`src/rtl/qsort_seq.sv`:
```
// qsort_seq: serves two requesters in turn on one sort engine, 11 words per job; define QSORT_SEQ_TIMEOUT_EN to abort a job after 64 not-done polls
module qsort_seq #(
  parameter int pADDR_WIDTH = 12,
  parameter int pDATA_WIDTH = 32,
  parameter int POLL_GAP = 4
) (
  input  logic                     axis_clk,
  input  logic                     axis_rst_n,
  input  logic [1:0]               rq_tvalid,
  input  logic [2*pDATA_WIDTH-1:0] rq_tdata,
  output logic [1:0]               rq_tready,
  output logic [1:0]               rs_tvalid,
  input  logic [1:0]               rs_tready,
  output logic [1:0]               rs_tlast,
  output logic [pDATA_WIDTH-1:0]   rs_tdata,
  output logic                     eng_rst_n,
  output logic [pADDR_WIDTH-1:0]   eng_addr,
  output logic                     eng_awvalid,
  input  logic                     eng_awready,
  output logic                     eng_wvalid,
  input  logic                     eng_wready,
  output logic [pDATA_WIDTH-1:0]   eng_wdata,
  output logic                     eng_arvalid,
  input  logic                     eng_arready,
  input  logic                     eng_rvalid,
  output logic                     eng_rready,
  input  logic [pDATA_WIDTH-1:0]   eng_rdata,
  output logic                     eng_ss_tvalid,
  input  logic                     eng_ss_tready,
  output logic [pDATA_WIDTH-1:0]   eng_ss_tdata,
  input  logic                     eng_sm_tvalid,
  output logic                     eng_sm_tready,
  input  logic [pDATA_WIDTH-1:0]   eng_sm_tdata,
  output logic                     seq_err
);
  localparam logic [3:0] LAST = 4'd10;
  typedef enum logic [2:0] {IDLE, ERST, START, LOAD, POLL, GAP, DRAIN} state_t;
  state_t state;
  logic g, ptr, nxt_g, tout;
  logic [3:0] cnt;
  logic [15:0] gap_cnt;
  logic [pDATA_WIDTH-1:0] rq_sel;
  logic load, drain, rs_v, ss_hs, rs_hs, ar_hs, r_hs, w_ok;
  logic unused_rdata;
  assign eng_addr = '0;
  assign unused_rdata = ^{eng_rdata[pDATA_WIDTH-1:2], eng_rdata[0]};
  assign rq_sel = g ? rq_tdata[2*pDATA_WIDTH-1:pDATA_WIDTH] : rq_tdata[pDATA_WIDTH-1:0];
  // Stream pass-through between the granted requester and the engine
  always_comb begin
    load = state == LOAD;
    drain = state == DRAIN;
    nxt_g = &rq_tvalid ? ptr : rq_tvalid[1];
    eng_ss_tvalid = load && rq_tvalid[g];
    eng_ss_tdata = load ? rq_sel : '0;
    rq_tready = {2{load && eng_ss_tready}} & (g ? 2'b10 : 2'b01);
    eng_sm_tready = drain && !tout && rs_tready[g];
    rs_v = drain && (tout || eng_sm_tvalid);
    rs_tvalid = {2{rs_v}} & (g ? 2'b10 : 2'b01);
    rs_tlast = {2{rs_v && cnt == LAST}} & (g ? 2'b10 : 2'b01);
    rs_tdata = drain ? (tout ? '1 : eng_sm_tdata) : '0;
    ss_hs = eng_ss_tvalid && eng_ss_tready;
    rs_hs = rs_v && rs_tready[g];
    ar_hs = eng_arvalid && eng_arready;
    r_hs = eng_rready && eng_rvalid;
    w_ok = (!eng_awvalid || eng_awready) && (!eng_wvalid || eng_wready);
  end
`ifdef QSORT_SEQ_TIMEOUT_EN
  logic [5:0] poll_cnt;
`else
  assign tout = 1'b0;
  assign seq_err = 1'b0;
`endif
  // Job sequencer: grant, engine reset, start, load, poll, drain
  always_ff @(posedge axis_clk) begin
    if (!axis_rst_n) begin
      state <= IDLE;
      g <= 1'b0;
      ptr <= 1'b0;
      cnt <= '0;
      gap_cnt <= '0;
      eng_rst_n <= 1'b0;
      eng_awvalid <= 1'b0;
      eng_wvalid <= 1'b0;
      eng_wdata <= '0;
      eng_arvalid <= 1'b0;
      eng_rready <= 1'b0;
`ifdef QSORT_SEQ_TIMEOUT_EN
      poll_cnt <= '0;
      tout <= 1'b0;
      seq_err <= 1'b0;
`endif
    end else begin
`ifdef QSORT_SEQ_TIMEOUT_EN
      seq_err <= 1'b0;
`endif
      case (state)
        IDLE: begin
          eng_rst_n <= ~|rq_tvalid;
          if (|rq_tvalid) begin
            g <= nxt_g;
            ptr <= ~nxt_g;
            state <= ERST;
          end
        end
        ERST: begin
          eng_rst_n <= 1'b1;
          eng_awvalid <= 1'b1;
          eng_wvalid <= 1'b1;
          eng_wdata <= pDATA_WIDTH'(1);
          cnt <= '0;
`ifdef QSORT_SEQ_TIMEOUT_EN
          poll_cnt <= '0;
          tout <= 1'b0;
`endif
          state <= START;
        end
        START: begin
          eng_awvalid <= eng_awvalid && !eng_awready;
          eng_wvalid <= eng_wvalid && !eng_wready;
          if (w_ok) begin
            eng_wdata <= '0;
            state <= LOAD;
          end
        end
        LOAD: if (ss_hs) begin
          cnt <= cnt == LAST ? '0 : cnt + 4'd1;
          if (cnt == LAST) begin
            eng_arvalid <= 1'b1;
            state <= POLL;
          end
        end
        POLL: begin
          if (ar_hs) begin
            eng_arvalid <= 1'b0;
            eng_rready <= 1'b1;
          end
          if (r_hs) begin
            eng_rready <= 1'b0;
            gap_cnt <= '0;
            if (eng_rdata[1]) state <= DRAIN;
`ifdef QSORT_SEQ_TIMEOUT_EN
            else if (&poll_cnt) begin
              seq_err <= 1'b1;
              tout <= 1'b1;
              state <= DRAIN;
            end else begin
              poll_cnt <= poll_cnt + 6'd1;
              state <= GAP;
            end
`else
            else state <= GAP;
`endif
          end
        end
        GAP: begin
          gap_cnt <= gap_cnt + 16'd1;
          if (int'(gap_cnt) >= POLL_GAP - 1) begin
            eng_arvalid <= 1'b1;
            state <= POLL;
          end
        end
        DRAIN: if (rs_hs) begin
          cnt <= cnt == LAST ? '0 : cnt + 4'd1;
          if (cnt == LAST) begin
`ifdef QSORT_SEQ_TIMEOUT_EN
            tout <= 1'b0;
`endif
            state <= IDLE;
          end
        end
        default: state <= IDLE;
      endcase
    end
  end
endmodule

```
`config.mk`:
```
export PLATFORM = sky130hd
export DESIGN_NAME = qsort_seq
export DESIGN_NICKNAME = d
export VERILOG_FILES = /design/src/rtl/qsort_seq.sv
export SDC_FILE = /design/constraint.sdc
export NUM_CORES = 1
export LEC_CHECK = 0
export BUFFER_PORTS_ARGS = -buffer_cell sky130_fd_sc_hd__buf_2
export CORE_AREA = 2 2 103 105
export CTS_CLUSTER_DIAMETER = 120
export CTS_CLUSTER_SIZE = 12
export DETAILED_ROUTE_END_ITERATION = 10
export DIE_AREA = 0 0 105 107
export SYNTH_ARGS = -nofsm -noshare
export SYNTH_HDL_FRONTEND = slang
export SYNTH_SLANG_ARGS = --single-unit
```
`constraint.sdc`:
```
create_clock -name axis_clk -period 2.7 [get_ports axis_clk]
set_input_delay 0.405 -clock axis_clk [delete_from_list [all_inputs] [get_ports axis_clk]]
set_output_delay 0.405 -clock axis_clk [all_outputs]
set_load 0.01 [all_outputs]
```
==> summary.txt <==
Cells and area
  • Commonest non-fill, non-tap cell in the layout: buf_2
  • ANT cells: 0
  • Area growth syn-to-layout: 34.36%
  • Layout cells sized above 1: 0.3845
  • Finished Layout Cells: 690
  • Nets@finish: just under 700
  • Post-layout util: 0.3791
  • Most frequent cells in the layout: 186 x buf_2, 56 x nor2_1, 44 x conb_1, 36 x and2_1, 36 x mux2i_1

Place
  • HPWL after DPL: 7.945 mm
  • GP Congestion: around 0.84
  • Port bufs: about 190
  • Placed insts: about 700

Global route
  • First-pass GRT wire length: 14.42 mm
  • Vias in the first global route: roughly 2800
  • Tot GR Track Use: 0.1605
  • Largest net degree at the start of global routing: 35
  • Gr ovfl total: 0
  • Initial antenna violation count: 5

Min path
  • Tightest Hold Check Type: in2reg
  • Hold depth: 2

Setup path
  • Critical Path End Type: output pin
  • Reg2Reg Depth: 5
  • CP Data Arrival Time: 1.80 ns
  • Crit path max fanout: 17
  • Critical Path RT: 2.30 ns
  • Critical Path Start Type: flip-flop
  • Setup CP Type: reg2out

CTS
  • Hold buffers post-CTS: 0
  • Clock slew at reported path FFs: 0.08 ns
  • Max Buffers Root-to-Sink: 2
  • Root Buffer: clkbuf_8
  • Post-CTS resize count: 0
  • Setup bufs post-CTS: 0
  • TritonCTS buffer count: 5
  • Clock Latency Late Sink: 0.30 ns
  • H-tree depth: 2
  • CTS tree: built
  • CTS sink count: 31

STA
  • Pins over their slew limit: 0
  • Worst-margin pin slew: 0.7702 ns
  • TNS Setup: 0 ns
  • Rel. slew slack: 0.4860
  • Final Cycle Share: 0.8176
  • Minimum clock period after layout: 2.207 ns
  • Hold_ws: 0.3260 ns
  • Hold Fails Final Rpt: 0
  • Unrepaired setup endpoints after global routing: no
  • Worst clock skew: 0.01497 ns
  • Fmax: between 400 and 500 MHz
  • # setup viols final: 0

Power
  • PwrDens: 486.4 nW/um^2
  • Seq pwr share: 0.312
  • Leak: between 1.5 and 2 nW
  • Internal cell power: ~1.1 mW
  • Clock group share of total power: 0.253
  • Max VDD drop: 0.0001954 V
  • Pwr Total: 1.861 mW
  • Sw frac: 0.3844
  • Logic pwr share: 0.435
  • Net Sw Power: between 700 and 800 uW

Routing
  • Vias: 3114
  • Pre-Repair DR Iteration Count: 4
  • # DRC: 0
  • Routed Wire Length: around 9.6 mm
  • Via density: 4.513
  • Routed WL per cell: between 10 and 15 um
  • DR iter-0 viols: 225
  • Post-route ant nets: 0

Floorplanning
  • Ports: around 260
  • Die H: ~110 um
  • Core area: between 10000 and 15000 um^2
  • Die W: 105 um
  • Starting density of the core: 0.2822
  • Die footprint: 11240 um^2
  • Row cnt: 37

Synthesis
  • Top cell type's share of synthesized area: 0.2179
  • Post-synthesis sequential area ratio: 0.2179
  • Mapped cell area: 2848 um^2
  • Synth Register Bits: 31
  • Async set-or-reset flop fraction in the synthesized netlist: 0
  • Post-synth EDFFs: 0
  • Top cells by area, synth: dfxtp_1 22%, mux2i_1 13%, buf_4 12%
  • Post-synth top area cell: dfxtp_1
  • Top FF cell, synth: dfxtp_1
  • Post-Syn Instances: 378
  • Mean Syn Cell Area: between 7 and 8 um^2
  • Syn. warnings: 0
  • Netlist cell types: 52

Status
  • Outcome: finished, final reports clean

Run
  • Max-Cap Viols: 0
==> power groups by stage <==
stage               sequential, mW  combinational, mW  clock, mW
global route                 0.591              0.895      0.494
floorplan                    0.564              0.625          0
CTS                          0.580              0.816      0.480
finish                       0.581              0.810      0.470
detailed placement           0.591              0.813          0
global placement             0.588              0.797          0
==> per-layer routing <==
layer  up-vias  part of all wire  GRT usage
met5         -            0.0037          0
met4         6            0.0046    0.02857
met3        10             0.072    0.04985
met2       119              0.52     0.2950
met1      1409              0.40     0.1842
li1       1570                 -          -
==> cells by family (layout without fill, tap and decap cells) <==
family,after synthesis,after routing,share of synthesized area
other,1,44,0.001317
buffers and inverters,76,209,0.1700
flip-flops,31,31,0.2179
AND/OR/NAND/NOR,166,166,0.3159
XOR/XNOR,1,1,0.003076
AO/OA/AOI/OAI,64,64,0.1520
adder cells (fa/ha/maj),3,3,0.01318
multiplexers,36,36,0.1265
==> synthesized netlist by cell type, types with 2 or more instances <==
library cell	count
nor2_1	56
buf_4	46
and2_1	36
mux2i_1	36
dfxtp_1	31
o21ai_0	19
nand2_1	18
a21oi_1	13
clkbuf_1	12
nand3_1	10
buf_2	9
inv_1	7
nand4_1	6
nor3_1	6
nand3b_1	5
nor2b_1	5
a311oi_1	4
and3_1	4
a31oi_1	3
and3b_1	3
ha_1	3
o21ai_1	3
o22ai_1	3
o31ai_2	3
or3_1	3
a211oi_1	2
and4_1	2
buf_6	2
nand2b_1	2
nand4_2	2
nor4_1	2
o41ai_1	2
==> flip-flops by register name (all words and copies together), names as in the netlist <==
name	cells
gap_cnt	16
cnt	4
state	3
eng_arvalid	1
eng_awvalid	1
eng_rready	1
eng_rst_n	1
eng_wdata	1
eng_wvalid	1
g	1
ptr	1
==> worst paths after layout <==
check	startpoint	end	slack (ns)
hold reg to reg	ptr	ptr	0.48
hold / removal	eng_arready	eng_arvalid	0.33
setup reg to reg	state[0]	gap_cnt[15]	0.66
setup / recovery	state[2]	eng_ss_tdata[6]	0.49
==> through the flow <==
stage	setup slack [ns]	instance area, um^2
after floorplan	1.075	3009
after global placement	0.7252	3714
after detailed placement	0.6826	3714
after CTS	0.4750	3826
after global routing	0.3372	3826
final	0.4926	3826
==> worst max-delay path: stages (launching register included) <==
cell and delay [ns]:
dfxtp_1 0.41, nor2b_1 0.32, nand2_1 0.24, buf_4 0.27
nor2_1 0.12, buf_2 0.14
==> final cells by class <==
cell class	instances	area, um^2
clock buffer	5	68.82
clock inverter	3	43.79
fill	1117	6266
inverter	7	26.28
multi-input combinational	314	1904
sequential	31	621.8
tap	136	170.2
timing repair buffer	194	991.0
(Power assumes the default switching activity.)
